File: src/rtl/ctrl_pkg.sv
// Shared types for the multicycle control FSM: state encoding, MIPS opcode/funct
// constants and the ALU operation codes driven onto alu_op.
package ctrl_pkg;

    typedef enum logic [3:0] {
        IDLE,
        FETCH,
        DECODE,
        EXEC_R,
        WB_R,
        EXEC_I,
        WB_I,
        MEM_ADDR,
        MEM_RD,
        MEM_WB,
        MEM_WR,
        BRANCH,
        JUMP
    } state_t;

    localparam logic [5:0] OP_RTYPE = 6'h00;
    localparam logic [5:0] OP_J     = 6'h02;
    localparam logic [5:0] OP_BEQ   = 6'h04;
    localparam logic [5:0] OP_ADDI  = 6'h08;
    localparam logic [5:0] OP_ORI   = 6'h0D;
    localparam logic [5:0] OP_LUI   = 6'h0F;
    localparam logic [5:0] OP_LW    = 6'h23;
    localparam logic [5:0] OP_SW    = 6'h2B;

    localparam logic [5:0] FN_ADD  = 6'h20;
    localparam logic [5:0] FN_ADDU = 6'h21;
    localparam logic [5:0] FN_SUB  = 6'h22;
    localparam logic [5:0] FN_SUBU = 6'h23;
    localparam logic [5:0] FN_AND  = 6'h24;
    localparam logic [5:0] FN_OR   = 6'h25;
    localparam logic [5:0] FN_SLT  = 6'h2A;

    localparam logic [3:0] ALU_ADD = 4'd0;
    localparam logic [3:0] ALU_SUB = 4'd1;
    localparam logic [3:0] ALU_AND = 4'd2;
    localparam logic [3:0] ALU_OR  = 4'd3;
    localparam logic [3:0] ALU_SLT = 4'd4;
    localparam logic [3:0] ALU_LUI = 4'd5;

    function automatic logic is_retire_state(input state_t s);
        return (s == WB_R) || (s == WB_I) || (s == MEM_WB) ||
               (s == MEM_WR) || (s == BRANCH) || (s == JUMP);
    endfunction

endpackage

File: src/rtl/ctrl_alu_dec.sv
// Opcode/funct decoder: ALU operation plus a legal flag for the supported subset.
// Purely combinational, no handshake.
module ctrl_alu_dec
    import ctrl_pkg::*;
(
    input  logic [5:0] opcode,
    input  logic [5:0] funct,
    output logic [3:0] alu_op,
    output logic       legal
);

    always_comb begin
        alu_op = ALU_ADD;
        legal  = 1'b1;
        case (opcode)
            OP_RTYPE: begin
                case (funct)
                    FN_ADD, FN_ADDU: alu_op = ALU_ADD;
                    FN_SUB, FN_SUBU: alu_op = ALU_SUB;
                    FN_AND:          alu_op = ALU_AND;
                    FN_OR:           alu_op = ALU_OR;
                    FN_SLT:          alu_op = ALU_SLT;
                    default:         legal  = 1'b0;
                endcase
            end
            OP_LW, OP_SW, OP_ADDI, OP_J: alu_op = ALU_ADD;
            OP_BEQ:                      alu_op = ALU_SUB;
            OP_ORI:                      alu_op = ALU_OR;
            OP_LUI:                      alu_op = ALU_LUI;
            default:                     legal  = 1'b0;
        endcase
    end

endmodule

File: src/rtl/ctrl_fsm.sv
// Multicycle MIPS-subset control FSM with Moore outputs decoded from state and IR.
// 2-5 cycles per instruction; no backpressure, free-running once out of reset.
module ctrl_fsm
    import ctrl_pkg::*;
#(
    parameter int CNT_W = 32
) (
    input  logic             clk,
    input  logic             rst,
    input  logic [31:0]      instruction,
    input  logic             zero,
    output logic             ir_write,
    output logic             pc_write,
    output logic             jump,
    output logic             branch,
    output logic             reg_write,
    output logic             reg_dst,
    output logic             alu_src,
    output logic             ext_op,
    output logic             mem_read,
    output logic             mem_write,
    output logic             mem_to_reg,
    output logic [3:0]       alu_op,
    output logic             illegal,
    output logic [CNT_W-1:0] instr_count
);

    state_t      state, next_state;
    logic [31:0] ir;
    logic [5:0]  opcode;
    logic [5:0]  funct;
    logic [3:0]  dec_alu_op;
    logic        dec_legal;

    // The branch outcome is resolved by the fetch unit; sequencing never looks at zero.
    logic unused_sig;
    assign unused_sig = zero ^ (^ir[25:6]);

    assign opcode = ir[31:26];
    assign funct  = ir[5:0];

    ctrl_alu_dec u_alu_dec (
        .opcode (opcode),
        .funct  (funct),
        .alu_op (dec_alu_op),
        .legal  (dec_legal)
    );

    always_ff @(posedge clk or posedge rst) begin
        if (rst) begin
            state       <= IDLE;
            ir          <= 32'h0;
            instr_count <= '0;
        end else begin
            state <= next_state;
            if (state == FETCH)
                ir <= instruction;
            if (is_retire_state(state))
                instr_count <= instr_count + {{(CNT_W-1){1'b0}}, 1'b1};
        end
    end

    always_comb begin
        next_state = state;
        ir_write   = 1'b0;
        pc_write   = 1'b0;
        jump       = 1'b0;
        branch     = 1'b0;
        reg_write  = 1'b0;
        reg_dst    = 1'b0;
        alu_src    = 1'b0;
        ext_op     = 1'b0;
        mem_read   = 1'b0;
        mem_write  = 1'b0;
        mem_to_reg = 1'b0;
        alu_op     = ALU_ADD;
        illegal    = 1'b0;
        case (state)
            IDLE: next_state = FETCH;
            FETCH: begin
                ir_write   = 1'b1;
                pc_write   = 1'b1;
                next_state = DECODE;
            end
            DECODE: begin
                if (!dec_legal) begin
                    illegal    = 1'b1;
                    next_state = FETCH;
                end else begin
                    case (opcode)
                        OP_RTYPE:             next_state = EXEC_R;
                        OP_ADDI, OP_ORI,
                        OP_LUI:               next_state = EXEC_I;
                        OP_LW, OP_SW:         next_state = MEM_ADDR;
                        OP_BEQ:               next_state = BRANCH;
                        default:              next_state = JUMP;
                    endcase
                end
            end
            EXEC_R: begin
                alu_op     = dec_alu_op;
                next_state = WB_R;
            end
            WB_R: begin
                reg_write  = 1'b1;
                reg_dst    = 1'b1;
                next_state = FETCH;
            end
            EXEC_I: begin
                alu_src    = 1'b1;
                ext_op     = (opcode == OP_ADDI);
                alu_op     = dec_alu_op;
                next_state = WB_I;
            end
            WB_I: begin
                reg_write  = 1'b1;
                next_state = FETCH;
            end
            MEM_ADDR: begin
                alu_src    = 1'b1;
                ext_op     = 1'b1;
                alu_op     = ALU_ADD;
                next_state = (opcode == OP_LW) ? MEM_RD : MEM_WR;
            end
            MEM_RD: begin
                mem_read   = 1'b1;
                next_state = MEM_WB;
            end
            MEM_WB: begin
                reg_write  = 1'b1;
                mem_to_reg = 1'b1;
                next_state = FETCH;
            end
            MEM_WR: begin
                mem_write  = 1'b1;
                next_state = FETCH;
            end
            BRANCH: begin
                alu_op     = ALU_SUB;
                branch     = 1'b1;
                ext_op     = 1'b1;
                next_state = FETCH;
            end
            JUMP: begin
                jump       = 1'b1;
                next_state = FETCH;
            end
            default: next_state = IDLE;
        endcase
    end

endmodule
File: config.mk
export PLATFORM = sky130hd
export DESIGN_NAME = ctrl_fsm
export DESIGN_NICKNAME = d
export VERILOG_FILES = /design/src/rtl/ctrl_pkg.sv /design/src/rtl/ctrl_alu_dec.sv /design/src/rtl/ctrl_fsm.sv
export SDC_FILE = /design/constraint.sdc
export NUM_CORES = 1
export LEC_CHECK = 0
export BUFFER_PORTS_ARGS = -buffer_cell sky130_fd_sc_hd__buf_2
export CORE_MARGIN = 5
export CORE_UTILIZATION = 48
export CTS_BUF_LIST = sky130_fd_sc_hd__clkbuf_4 sky130_fd_sc_hd__clkbuf_8
export CTS_CLUSTER_DIAMETER = 100
export DETAILED_ROUTE_END_ITERATION = 12
export PLACE_DENSITY = 0.79
export SLEW_MARGIN = 40
export SYNTH_ARGS = -nofsm -noshare
export SYNTH_HDL_FRONTEND = slang
export SYNTH_HIERARCHICAL = 1
export SYNTH_SLANG_ARGS = --single-unit
File: constraint.sdc
create_clock -name clk -period 2 [get_ports clk]
set_clock_uncertainty 0.2 [all_clocks]
set_input_delay 0.2 -clock clk [delete_from_list [all_inputs] [get_ports clk]]
set_output_delay 0.2 -clock clk [all_outputs]
set_load 0.05 [all_outputs]
Word-level counts from Yosys, hierarchy flattened
Index checks and enable logic that the tools add are counted.

Logic and storage cells: 68. Output and inout bits: 48. Flip-flop bits (word level): 68.

Add/subtract/negate cells: 1. Equality and inequality tests: 26. Reductions and logical operators: 17. Multiplexer cells: 21.

Operator list (count): == test 6 bit, second input constant (9); adder 32 x 1 -> 32 bit, second input constant (1); one-hot mux 4 bit (4 select lines) (2); one-hot mux 4 bit (7 select lines) (1); OR reduction 7 bit (3); == test 4 bit, second input constant (5); == test 6 x 4 -> 1 bit, second input constant (3); == test 4 x 3 -> 1 bit, second input constant (4); 2-to-1 mux 1 bit (12); one-hot mux 3 bit (4 select lines) (1); OR reduction 2 bit (5); == test 4 x 2 -> 1 bit, second input constant (2); one-hot mux 4 bit (2 select lines) (1); == test 6 x 2 -> 1 bit, second input constant (1); == test 6 x 3 -> 1 bit, second input constant (1); logical NOT 6 bit (1); OR reduction 3 bit (2); logical OR 1 bit (5); == test 4 x 1 -> 1 bit, second input constant (1); logical NOT 4 bit (1); 2-to-1 mux 4 bit (1); one-hot mux 1 bit (2 select lines) (2); 2-to-1 mux 2 bit (1).

Longest topological paths before layout
Gate-level depths: netlist of the first run.

Depth after elaboration: 6. Depth in mapped cells: 8. Gate-level depth less buffers: 6.

Hierarchy
Netlist of the first run, hierarchy kept.

By module, submodules not included: ctrl_fsm (seq. area each 1201.2 um^2, times used 1, area an instance 2411.1 um^2, cells an instance 212); ctrl_alu_dec (seq. area each 0.0 um^2, times used 1, area an instance 195.2 um^2, cells an instance 27).

Worst setup path before layout of the first run
OpenSTA, ideal clock, no wires.

Path kind: flip-flop to output port. Start point: register ir[29]. End point: output port illegal. Data arrival time: 2.492 ns. Path buffers: 0. Cell stages (with the launch flop): 5. Path slack: -0.892 ns. Path through: dfrtp_1 > and3_1 > a31oi_1 > o311ai_1 > nor4_1.

Cells in the longest elaborated chain, start to end: 5.

Ends and longest elaborated chain: from (decl) (line ctrl_fsm.sv:29) `logic [31:0] ir;`; from (signal assigned) (line ctrl_fsm.sv:57) `ir <= instruction;`; == test 6 x 4 -> 1 bit (tied with other cells) (line ctrl_alu_dec.sv:15) `case (opcode)`; OR reduction 7 bit (no line); one-hot mux 1 bit (2 select lines) (*) (line ctrl_alu_dec.sv:15); via dec_legal (line ctrl_fsm.sv:33) `logic dec_legal;`; 2-to-1 mux 1 bit (*) (line ctrl_fsm.sv:86) `if (!dec_legal) begin`; 2-to-1 mux 1 bit (*) (line ctrl_fsm.sv:78) `case (state)`; to (decl) (line ctrl_fsm.sv:24) `output logic illegal,`.

The timed path passes the listed nets; every way through them passes the cells marked *.

Worst setup path after layout of the first run
Start point: register ir[26]. End point: output port illegal.

Same word-level chain as after synthesis.

==> results of run 1 <==
## area by class of cell
class / instances / share of cell area
flip-flops and latches: 48 / 0.3183
clock inverters: 1 / 0.002260
inverters: 4 / 0.003873
repair buffers: 124 / 0.2363
clock buffers: 7 / 0.02324
multi-input cells: 178 / 0.3935
well taps: 70 / 0.02260
## registers in the layout, indices dropped and copies added (netlist names)
name and count:
ir 12, state 4, instr_count 32
## per-layer routing
| layer | vias up | routed length, um |
|---|---|---|
| li1 | 1099 | - |
| met1 | 1148 | 2839 |
| met2 | 63 | 3424 |
| met3 | 17 | 331 |
| met4 | 0 | 163 |
| met5 | - | 0 |
## critical path, stage by stage, from the launching register on
cell and delay (ns):
dfrtp_2 0.42, or4b_1 0.53, a311o_1 0.37, o311ai_4 0.13
nor4_4 0.06, buf_6 0.16
## per-stage QoR
step / cells / setup slack, ns / utilization
after global routing: 432 / -0.4242 / 0.7447
final: 432 / -0.3596 / 0.7447
after detailed placement: 393 / -0.1066 / 0.6293
after global placement: 393 / -0.1089 / 0.6293
after CTS: 421 / -0.3413 / 0.7178
after floorplan: 239 / -0.09267 / -
## cell families after synthesis
| family | Yosys count | synth area share |
|---|---|---|
| other cells | 1 | 0.001439 |
| buf+inv | 13 | 0.03120 |
| mux | 12 | 0.05185 |
| fa+ha+maj | 1 | 0.004800 |
| xor+xnor | 32 | 0.1104 |
| compound gates | 26 | 0.08114 |
| simple gates | 106 | 0.2583 |
| flops | 48 | 0.4609 |
## Yosys cell counts (3+ instances only)
cell      instances
dfrtp_1          48
nor3_1            4
buf_6             3
xor2_1            5
inv_1             4
xnor2_1          26
nand2_1          18
and3_1            5
nand4_1           9
nand2b_1          5
nand3_1          15
nor4_1            4
and2_1            4
nor2_1           12
a21oi_1           3
or3_1             3
mux2_2           12
## placed cells by master, fill, tap and decap left out, types with 3 or more instances in the layout
| cell type | instances |
|---|---|
| nand3_1 | 15 |
| nor3_1 | 4 |
| and3_1 | 5 |
| buf_4 | 45 |
| nand2b_1 | 3 |
| nand2b_4 | 4 |
| nand4_1 | 9 |
| dlygate4sd3_1 | 13 |
| mux2_2 | 12 |
| dfrtp_1 | 22 |
| xnor2_1 | 26 |
| nor2_2 | 5 |
| buf_6 | 14 |
| dfrtp_2 | 26 |
| nor4_4 | 5 |
| inv_1 | 3 |
| clkbuf_8 | 6 |
| nor2_1 | 8 |
| xor2_1 | 5 |
| nand2_1 | 17 |
| buf_2 | 50 |
## worst max-delay path by stage
| stage | to | cells past startpoint | slack (ns) | from |
|---|---|---|---|---|
| floorplan | instr_count[24]$_DFFE_PP0P_ | 6 | -0.09 | instr_count[7]$_DFFE_PP0P_ |
| finish | illegal | 5 | -0.36 | ir[26]$_DFFE_PP0P_ |
| global route | illegal | 7 | -0.42 | ir[31]$_DFFE_PP0P_ |
| detailed placement | ext_op | 5 | -0.11 | ir[27]$_DFFE_PP0P_ |
| global placement | ext_op | 5 | -0.11 | ir[27]$_DFFE_PP0P_ |
| CTS | illegal | 5 | -0.34 | ir[31]$_DFFE_PP0P_ |
## power by group
group | internal, uW | switching (uW)
registers | 1200 | 270
logic | 1320 | 1530
clock network | 297 | 318
total | 2820 | 2120
## timing repair
action / 4_1_cts / 5_1_grt
gates resized for setup: 43 / 14
setup endpoints to repair: 15 / 33
buffers inserted: 7 / 12
pin swaps: 7 / 16
hold buffers: 13 / 0
hold endpoints to repair: 60 / 0
==> results by stage, run 1 <==
Global route:
- The via count of the first global-routing pass is between 2000 and 2500.
- The most congested layer reported by global routing is met2.
- The global-route congestion overflow total is 0.
- In the global route stage, met2 resource usage came out at 0.3261.
- The initial antenna violation count is 0.
- The global-route total usage across every layer is 0.1928.
- Entering global routing, the biggest net connects 49 pins.
- In the global route stage, met1 resource usage came out at 0.2393.
- The first global-routing pass estimated between 10000 and 15000 um of wire.
- The met3 track demand over resource is 0.04245.

Layout:
- The count of inserted antenna diode cells is 0.
- The layout cell share with drive strength beyond 1 is 0.5525.
- Counting the fill cells in the layout gives 360.
- The final layout contains 397 nets.
- From synthesis to final layout, the design area changed by 48.73%.
- The sequential standard cell area is around 1200 um^2.
- After routing the design area is between 3000 and 4000 um^2.
- The area used by multi-input combinational logic is 1525 um^2.

Outcome:
- The final reports fail on setup timing.
- The flow ran to the end, but the final reports show violations.

Setup path:
- The nature of the critical path endpoint is an output pin.
- The number of cells on the worst reg-to-reg path is 6.
- The type of origin of the critical path is a register.
- The path type of the worst setup path is reg -> out.
- In this run the critical register-to-register path is launched from ir[26]$_DFFE_PP0P_.
- The data arrival time at the worst-slack endpoint is between 1.5 and 2 ns.
- The reg-to-reg critical path endpoint is state[0]$_DFF_PP0_.
- The setup check on the worst reg-to-reg path leaves a slack of -0.23 ns.
- The critical path required time is 1.60 ns.
- Of all nets on the critical path, the largest fanout is 4.

Place:
- Summed over all nets, the half-perimeter wirelength after detailed placement is around 4400 um.
- At the end of routability-driven placement, the weighted congestion stood at roughly 0.87.
- The placed instances occupy a cell area of about 3300 um^2.
- The number of buffers added on ports is 60.

Timing:
- The max-slew violation total from the final report came to 0.
- The final critical-path setup slack is -0.3596 ns.
- The total setup violations reported at the end of the flow is 9.
- Hold is met by about 0.29 ns.
- The time the worst path needs with I/O delays and setup is 2.360 ns.
- The final-report hold violation count is 0.
- For this run, the top clock speed supported by timing is 423.8 MHz.
- Setup repair after global routing could not meet its margin everywhere.
- Setup total negative slack on the finished layout was measured at -1.944 ns.
- The final period utilization is 1.180.

Synthesis:
- Sorting the synthesized cells by area gives the leading types as dfrtp_1, xnor2_1, mux2_2.
- The proportion of register bits with asynchronous set or reset after synthesis is 1.000.
- The area share of the largest cell type after synthesis is 0.4609.
- The post-synthesis sequential element count is 48.
- For this run, the number of Yosys warnings is 6.
- Counting every instance in the synthesized netlist gives about 240.
- After synthesis the cells add up to 2606 um^2.
- The share of the Yosys chip area taken by registers is 0.4609.
- The number of nets produced by synthesis is ~280.
- The count of flip-flops with a built-in enable after synthesis is 0.
- For this run, the leading register cell type out of synthesis is dfrtp_1.
- The synthesized design spends more area on one cell type than any other, namely dfrtp_1.
- The average size of a mapped cell is 10.90 um^2.
- The number of unique standard cell types used by synthesis is 60.

Detailed routing:
- The average routed wire per standard cell is between 15 and 20 um.
- The post-detailed-route via-to-cell ratio is between 5 and 6.
- The count of nets left with antenna violations once routing finished came out at 0.
- Before antenna repair, the detailed router went through 4 iterations.
- Wires add up to 6759 um.
- The number of DRC violations after detailed routing is 0.
- For this block, the via count after detailed routing is around 2300.
- The detailed router finished its first iteration with between 100 and 150 violations.

Floorplan:
- The vertical die dimension is roughly 84 um.
- The region available for standard cell placement spans about 5200 um^2.
- The starting density of the core is 0.5007.
- The number of standard-cell rows in the floorplan is 26.
- Measured along the x axis, the die boundary spans approximately 84 um.
- Pin placement for this block handled 83 I/O pins.
- The die area is approximately 7000 um^2.

Pwr:
- The cell area power density is around 1300 nW/um^2.
- The leakage power of the design is 0.001819 uW.
- The maximum vdd drop is 1.086 mV.
- The post-layout total power is 4941 uW.

Clocking:
- The clock tree synthesis step divided the H-tree into 2 levels.
- The TritonCTS clock tree is built.
- In this run, CTS created clock tree buffers numbering 5.
- The number of buffers on the longest clock path is 2.
- The tree built by TritonCTS fans out to 48 sinks.
- The later pin in the worst-skew pair is clocked with a latency of 0.30 ns.
- After clock tree synthesis, the clock-pin slew on the worst setup and hold paths is around 0.080 ns.
- Clock tree synthesis selected as its root buffer the cell clkbuf_8.

Job:
- Across the run, the number of max-cap violations was 0.

Min path:
- The min-delay analysis places its worst path in the category in -> async.
Power figures use the tool's default switching activity.
==> inputs of run 2 (changes only) <==
--- a/config.mk
+++ b/config.mk
@@ -5,9 +5,10 @@
 export SDC_FILE = /design/constraint.sdc
 export NUM_CORES = 1
 export LEC_CHECK = 0
+export ABC_AREA = 1
 export BUFFER_PORTS_ARGS = -buffer_cell sky130_fd_sc_hd__buf_2
 export CORE_MARGIN = 5
-export CORE_UTILIZATION = 48
+export CORE_UTILIZATION = 50
 export CTS_BUF_LIST = sky130_fd_sc_hd__clkbuf_4 sky130_fd_sc_hd__clkbuf_8
 export CTS_CLUSTER_DIAMETER = 100
 export DETAILED_ROUTE_END_ITERATION = 12
==> run 2 against run 1 <==
Net effect:
- the flow still finishes with violations (setup timing)
- first-iteration DRC count grew 110%
- routed wire length rose by 21%
- global-route usage up 0.58 points
- synthesized cell count up 100%
- largest power group unchanged
- area after synthesis grew 22%
- core utilization is 11 points lower
- via count up 43%
- worst setup slack improved by 0.32 ns
- clock power rose by 1%
- non-clock buffer count fell by 38
- highest routed layer unchanged
- register-to-register slack improved by 0.38 ns
==> results by stage, run 2 <==
Layout:
- The multi-input combinational cells in the finished layout cover a total of about 1800 um^2.
- After routing the design area is about 4000 um^2.
- For this run, the post-layout net count is a little over 600.
- The layout has about 570 filler cells.
- In the layout the commonest cells are nand2_1, nor2_1, buf_2.
- The post-synthesis to final-layout area growth is 25.40%.
- The most frequent standard cell in the layout excluding fill and tap cells is nand2_1.
- In the final layout, the share of cells above drive strength 1 is 0.2443.
- The largest registers in the layout are instr_count: 32 flops, ir: 12 flops, state: 4 flops.
- The flip-flop count of the largest register, all copies and words added is 32.
- The count of inserted antenna diode cells is 0.
- The register bank with the most flops is instr_count.
- The sequential standard cell area is roughly 1200 um^2.

Setup path:
- The highest net fanout along the worst path is 8.
- Data on the critical path arrives at its endpoint at 1.64 ns.
- The path type of the worst setup path is reg -> out.
- The critical path required time is ~1.6 ns.
- The worst setup path is captured at an output pin.
- The worst setup path is launched from a register.

Floorplan:
- The I/O pin total is 83.
- The width of the die is between 80 and 90 um.
- The floorplan has 29 rows.
- The die area is between 8000 and 9000 um^2.
- The vertical die dimension is around 90 um.
- For this configuration, the core starts out at a cell density of 0.5069.
- The placeable core region is approximately 6300 um^2.

Place:
- The number of buffers added on ports is 60.
- The placed instances occupy a cell area of 3582 um^2.
- The post-placement setup slack is between 0.1 and 0.15 ns.
- The global placement routability congestion is 0.8922.
- The total half-perimeter wirelength after legalization and detailed placement is 5878 um.

Timing:
- The max-slew violation total from the final report is 0.
- The final-report hold violation count is 0.
- The total setup violations reported at the end of the flow is 2.
- The highest clock rate is 489.8 MHz.
- The worst-case headroom to the max-slew limit is 0.4120.
- Adding up every negative setup slack in the final design gives -0.05832 ns.
- For the finished layout, the period the worst path requires is 2.042 ns.
- For the pin with the worst max-slew slack, the measured transition is 0.8787 ns.
- Setup repair after global routing could not meet its margin everywhere.
- Across all hold checks on the routed design, the worst slack comes to roughly 0.31 ns.
- The final period utilization is 1.021.
- Setup slack on the critical path of the routed design comes to -0.04155 ns.

Synthesis:
- The count of flip-flops with a built-in enable after synthesis is 0.
- The cell type contributing the most total cell area after synthesis is dfrtp_1.
- The proportion of register bits with asynchronous set or reset after synthesis is 1.000.
- The most frequent cell after synthesis is nand2_1.
- Counting instances in the post-synthesis netlist gives the leading cell types as nand2_1, nor2_1, inv_1, dfrtp_1.
- Yosys attributes the largest share of cell area to dfrtp_1, nand2_1, nor2_1.
- The average size of a mapped cell is around 6.6 um^2.
- The area share of the largest cell type after synthesis is 0.3775.
- Synthesis handed over a netlist of roughly 480 instances.
- The number of unique standard cell types used by synthesis is 34.
- After synthesis the netlist holds a flip-flop and latch count of 48.
- Counting every net in the synthesized netlist gives 518.
- In the synthesized netlist the dominant register cell turns out to be dfrtp_1.
- The Yosys step of the flow raised 6 warnings.
- Of the synthesized area, sequential elements account for 0.3775.
- Summing every instance area after synthesis gives 3182 um^2.

Clocking:
- The TritonCTS clock tree is built.
- The clock root buffer is clkbuf_8.
- The clock reaches the later pin of the worst-skew pair after roughly 0.30 ns.
- The clock buffer count from CTS is 5.
- The clock sink count is 48.
- The clock-pin slew on the worst setup and hold paths is about 0.080 ns.
- The number of buffers on the longest clock path is 2.
- In this run the number of H-tree levels came out at 2.

Detailed routing:
- After detailed routing, the number of remaining DRC violations is 0.
- The total length of routed wires is around 8200 um.
- For this run, the detailed router's first-pass iteration total came to 5.
- For this block, the initial DRC count from the detailed router was roughly 300.
- The average routed wire per standard cell is around 13 um.
- The count of vias placed by the detailed router is 3329.
- The post-detailed-route via-to-cell ratio is between 5 and 6.
- The number of nets with antenna violations after routing is 0.

Global route:
- The via count of the first global-routing pass is just over 3000.
- For this run, the total global-route usage over all layers was measured as 0.1985.
- Summed over all layers, the global routing overflow is 0.
- The maximum number of pins on one net before global-route repair is 49.
- The initial antenna violation count is 0.
- The wire length of the first global-routing pass is 13760 um.

Min path:
- The type of the most critical hold path is reg -> reg.

Pwr:
- The worst-case IR drop observed on VDD is a little under 0.9 mV.
- The leakage power of the design is approximately 0.0020 uW.
- For this design the ratio of total power to cell area is about 1100 nW/um^2.

Outcome:
- The checks that failed: setup timing.
- The flow ran to the end, but the final reports show violations.

Job:
- The tool flagged a number of max-cap violations equal to 0.
## run 2: cell types whose count changed after synthesis, sizes merged, moves of 7 or more
| cell | change |
|---|---|
| o21ai | +10 |
| inv | +59 |
| nor2 | +78 |
| nand2 | +166 |
| nand3 | +7 |
| nand4 | +9 |
| mux2 | -12 |
| nand3b | +7 |
| nand2b | -7 |
| xnor2 | -22 |
## run 2: metal layers
metal | GRT usage | share of wire | wire (um)
met5 | 0 | 0 | 0
met2 | 0.3311 | 0.47 | 3874
met3 | 0.03422 | 0.066 | 544
met1 | 0.2650 | 0.44 | 3642
met4 | 0.05416 | 0.016 | 131
## run 2: logic make-up after synthesis
logic type      synth area share
other cells             0.001179
compound gates           0.03343
flops                     0.3775
simple gates              0.4573
buf+inv                  0.09123
fa+ha+maj               0.003932
xor+xnor                 0.03539
## run 2: cell type report
type,instances,share of cell area
multi-input combinational,364,0.4421
sequential,48,0.3039
timing repair buffer,86,0.1455
inverter,64,0.06021
tap,77,0.02415
clock buffer,7,0.02415
## run 2: what timing repair did
item / CTS / global route
pin swaps: 0 / 14
endpoints found under the hold margin: 60 / 0
gates resized for setup: 20 / 28
hold buffers: 13 / 0
buffers inserted: 3 / 6
endpoints found under the setup margin: 7 / 13
## run 2: power breakdown
| part | switching, uW | internal, uW | total, uW |
|---|---|---|---|
| combinational | 1530 | 746 | 2280 |
| clock | 314 | 308 | 623 |
| sequential | 323 | 1190 | 1510 |
| total | 2170 | 2240 | 4410 |
## run 2: worst max-delay path: stages, from the launching register on
cell	delay, ns
dfrtp_2	0.48
nor2_2	0.18
nand3_4	0.11
inv_1	0.08
nand3_1	0.08
nand3_2	0.10
inv_2	0.04
o22ai_2	0.10
buf_6	0.18
## run 2: per-stage QoR
step	instances	total power (uW)	utilization
finish	646	4412	0.6356
global route	646	4696	0.6356
CTS	640	4169	0.6181
detailed placement	617	3398	0.5707
global placement	617	3349	0.5707
floorplan	482	2969	-
## run 2: path summary, 6_finish.rpt
path                                     from                          end  slack (ns)  depth (start not counted)
setup / recovery           ir[29]$_DFFE_PP0P_                    alu_op[0]       -0.04                          8
hold / removal              ir[1]$_DFFE_PP0P_            ir[1]$_DFFE_PP0P_        0.31                          2
hold reg to reg             ir[1]$_DFFE_PP0P_            ir[1]$_DFFE_PP0P_        0.31                          2
setup reg to reg           state[0]$_DFF_PP0_  instr_count[18]$_DFFE_PP0P_        0.15                          8
max in group asynchronous                 rst   instr_count[0]$_DFFE_PP0P_        0.77                          4
min in group asynchronous                 rst           ir[26]$_DFFE_PP0P_        0.40                          4
==> inputs of run 3 (changes only) <==
--- a/config.mk
+++ b/config.mk
@@ -12,7 +12,8 @@
 export CTS_BUF_LIST = sky130_fd_sc_hd__clkbuf_4 sky130_fd_sc_hd__clkbuf_8
 export CTS_CLUSTER_DIAMETER = 100
 export DETAILED_ROUTE_END_ITERATION = 12
-export PLACE_DENSITY = 0.79
+export PLACE_DENSITY_LB_ADDON = 0.05
+export SETUP_SLACK_MARGIN = 0.05
 export SLEW_MARGIN = 40
 export SYNTH_ARGS = -nofsm -noshare
 export SYNTH_HDL_FRONTEND = slang
==> run 3 against run 2 <==
Net effect:
- the flow now finishes without violations
- sequential cell count stayed put
- cell count is 0.62% higher
- critical path depth stayed put
- register-to-register slack better by 0.02 ns
- sequential power hardly changed
- hold slack worse by 0.045 ns
- final area is 0.94% higher
- largest power group unchanged
==> results by stage, run 3 (synthesized netlist as in run 2, its figures left out) <==
Place:
- The global placement routability congestion is approximately 0.87.
- In this run, placement finished with an instance count of just over 600.
- The number of buffers added on ports is 60.
- The total half-perimeter wirelength after legalization and detailed placement is about 6100 um.
- The post-placement setup slack is approximately 0.13 ns.

Global route:
- The global-route total usage across every layer is 0.2066.
- The via count of the first global-routing pass came to 3113.
- The wire length of the first global-routing pass is ~14000 um.
- The initial antenna violation count is 0.
- Entering global routing, the biggest net connects 25 pins.
- The total overflow left after global routing is 0.

Pwr:
- For this design the static power due to leakage is 0.002032 uW.
- The share of power burned in the clock network is 0.142.
- VDD sags by at most ~0.95 mV.
- The internal power of the cells totals 2285 uW.
- The sequential share of power is 0.338.
- The power share of the combinational group is 0.520.
- The switching share of total power is 0.4839.
- The switching power is about 2100 uW.
- The cell area power density is between 1000 and 1500 nW/um^2.
- The post-layout total power is around 4400 uW.

Timing:
- The time the worst path needs with I/O delays and setup is 1.997 ns.
- The final-report hold violation count is 0.
- The slew at the pin closest to its max-slew limit is ~0.9 ns.
- The max-slew violation total from the final report was 0.
- Setup repair after global routing could not meet its margin everywhere.
- The final critical-path setup slack is 0.002842 ns.
- The total setup violations reported at the end of the flow is 0.
- The final period utilization is 0.9986.
- Derived from the worst setup path, the maximum achievable clock frequency is around 500 MHz.
- In this run the tightest slew margin relative to its limit is 0.4086.

Setup path:
- In this run the register-to-register setup slack is ~0.17 ns.
- The critical path starts at ir[26]$_DFFE_PP0P_.
- The worst setup path endpoint is alu_op[0].
- In this run the critical register-to-register path is captured at state[1]$_DFF_PP0_.
- The worst setup path is launched from a register.
- The startpoint identified for the worst register-to-register timing path is ir[30]$_DFFE_PP0P_.
- The critical path goes through nor2_4 > nand3_4 > inv_2 > nand3_1 > nand3_2 > inv_2 > o22ai_2 > buf_6.
- The buffers plus inverters on the worst setup path is 3.
- The data arrival time at the worst-slack endpoint is roughly 1.6 ns.
- The kind of cell with the highest combined delay along the critical path is flip-flops.
- For this run, the slowest stage of the critical path takes ~0.48 ns.
- The highest net fanout along the worst path is 8.
- The number of cells on the worst reg-to-reg path is 12.
- The most numerous cell type found on the critical path is inv_2.
- The slowest stage of the critical path is the dfrtp_2 cell.
- STA classifies the critical path endpoint as an output pin.
- The critical path is of the reg -> out type.
- The critical path crosses 8 cells after its start point.
- STA puts the critical path data required time at approximately 1.6 ns.

Layout:
- The layout cell share with drive strength beyond 1 is 0.2478.
- The register with the most flip-flops in the final layout is instr_count.
- 0 antenna diodes ended up in the layout.
- The most frequent standard cell in the layout excluding fill and tap cells is nand2_1.
- The flip-flop count of the largest register, all copies and words added is 32.
- The post-route non-filler standard cell count is 650.
- In the final design database the tool counted ~610 nets.
- The post-synthesis to final-layout area growth is 26.58%.
- In the final layout, the registers with the most flip-flops are instr_count: 32 flops, ir: 12 flops, state: 4 flops.
- In the layout the commonest cells are nand2_1, nor2_1, inv_1, buf_2, dfrtp_1.

Job:
- The number of maximum-capacitance violations is 0.

Min path:
- The type of the most critical hold path is in -> async.

Floorplan:
- The number of standard-cell rows in the floorplan is 29.
- In this run the horizontal extent of the chip is roughly 90 um.
- The floorplan step defined a die boundary enclosing around 8100 um^2.
- The vertical die dimension is 89.77 um.
- The I/O pin total is just over 80.
- The total area inside the core boundary comes to roughly 6300 um^2.
- The starting density of the core is 0.5069.

Clocking:
- The number of buffers on the longest clock path is 2.
- Clock-pin slew was measured on the worst setup and hold paths at 0.08 ns.
- TritonCTS built the clock tree.
- In this run, CTS created clock tree buffers numbering 5.
- The tree built by TritonCTS fans out to 48 sinks.
- The root buffer cell chosen for the clock tree is clkbuf_8.
- For the worst-skew pair, the clock arrives at the later sink with an insertion delay of a little over 0.3 ns.
- The H-tree was split into 2 levels.

Detailed routing:
- In the routed design, unresolved DRC markers number 0.
- The iteration count of the initial detailed-routing pass is 4.
- Dividing the detail-routed wire length by the instance count gives about 12 um.
- The post-detailed-route via-to-cell ratio is roughly 5.0.
- Wires add up to ~8100 um.
- Once detail routing completed, the nets flagged for antenna violations numbered 0.
- For this block, the initial DRC count from the detailed router was 180.
- The count of vias placed by the detailed router is approximately 3200.

Outcome:
- The run finished with clean final reports.
run 3: layout make-up:
cell class	count	area, um^2
inverter	64	240.2
clock buffer	7	96.34
sequential	48	1212
multi-input combinational	364	1773
timing repair buffer	90	609.3
fill	577	2250
tap	77	96.34
run 3: through the flow:
step | util | hold WS [ns] | setup TNS (ns) | instance area (um^2)
after floorplan | - | 0.1166 | -0.08893 | 3198
after detailed placement | 0.5762 | 0.06860 | 0 | 3617
after CTS | 0.6307 | 0.2805 | -0.02529 | 3959
final | 0.6416 | 0.2681 | 0 | 4028
after global routing | 0.6416 | 0.3152 | -0.3354 | 4028
after global placement | 0.5762 | 0.05981 | 0 | 3617
run 3: per-layer routing:
| layer | wire, um | share of wire | global-route usage |
|---|---|---|---|
| met5 | 0 | 0 | 0 |
| met4 | 113 | 0.014 | 0.06045 |
| met3 | 512 | 0.064 | 0.04591 |
| met2 | 3507 | 0.44 | 0.3220 |
| met1 | 3925 | 0.49 | 0.2869 |
run 3: timing repair:
action,4_1_cts,5_1_grt
endpoints found under the hold margin,33,0
pin swaps,8,9
setup endpoints to repair,7,16
setup buffers,6,3
resized for setup,29,19
hold buffers,13,0
run 3: tightest hold or removal path: stages:
cell and delay (ns):
dlygate4sd3_1 0.53, buf_2 0.12, inv_2 0.38
run 3: worst min-delay path by stage:
stage | startpoint | endpoint | cells after the start
2_1_floorplan | instruction[4] | ir[4]$_DFFE_PP0P_ | 2
3_3_place_gp | rst | instr_count[7]$_DFFE_PP0P_ | 2
3_5_place_dp | rst | instr_count[7]$_DFFE_PP0P_ | 2
4_1_cts | rst | instr_count[7]$_DFFE_PP0P_ | 3
5_1_grt | rst | instr_count[8]$_DFFE_PP0P_ | 3
6_report | rst | instr_count[8]$_DFFE_PP0P_ | 3
run 3: power groups by stage:
stage	registers [uW]	clock network, uW	logic [uW]
global route	1530	693	2520
detailed placement	1480	0	1960
floorplan	1560	0	1420
global placement	1480	0	1940
CTS	1470	645	2190
finish	1500	629	2300
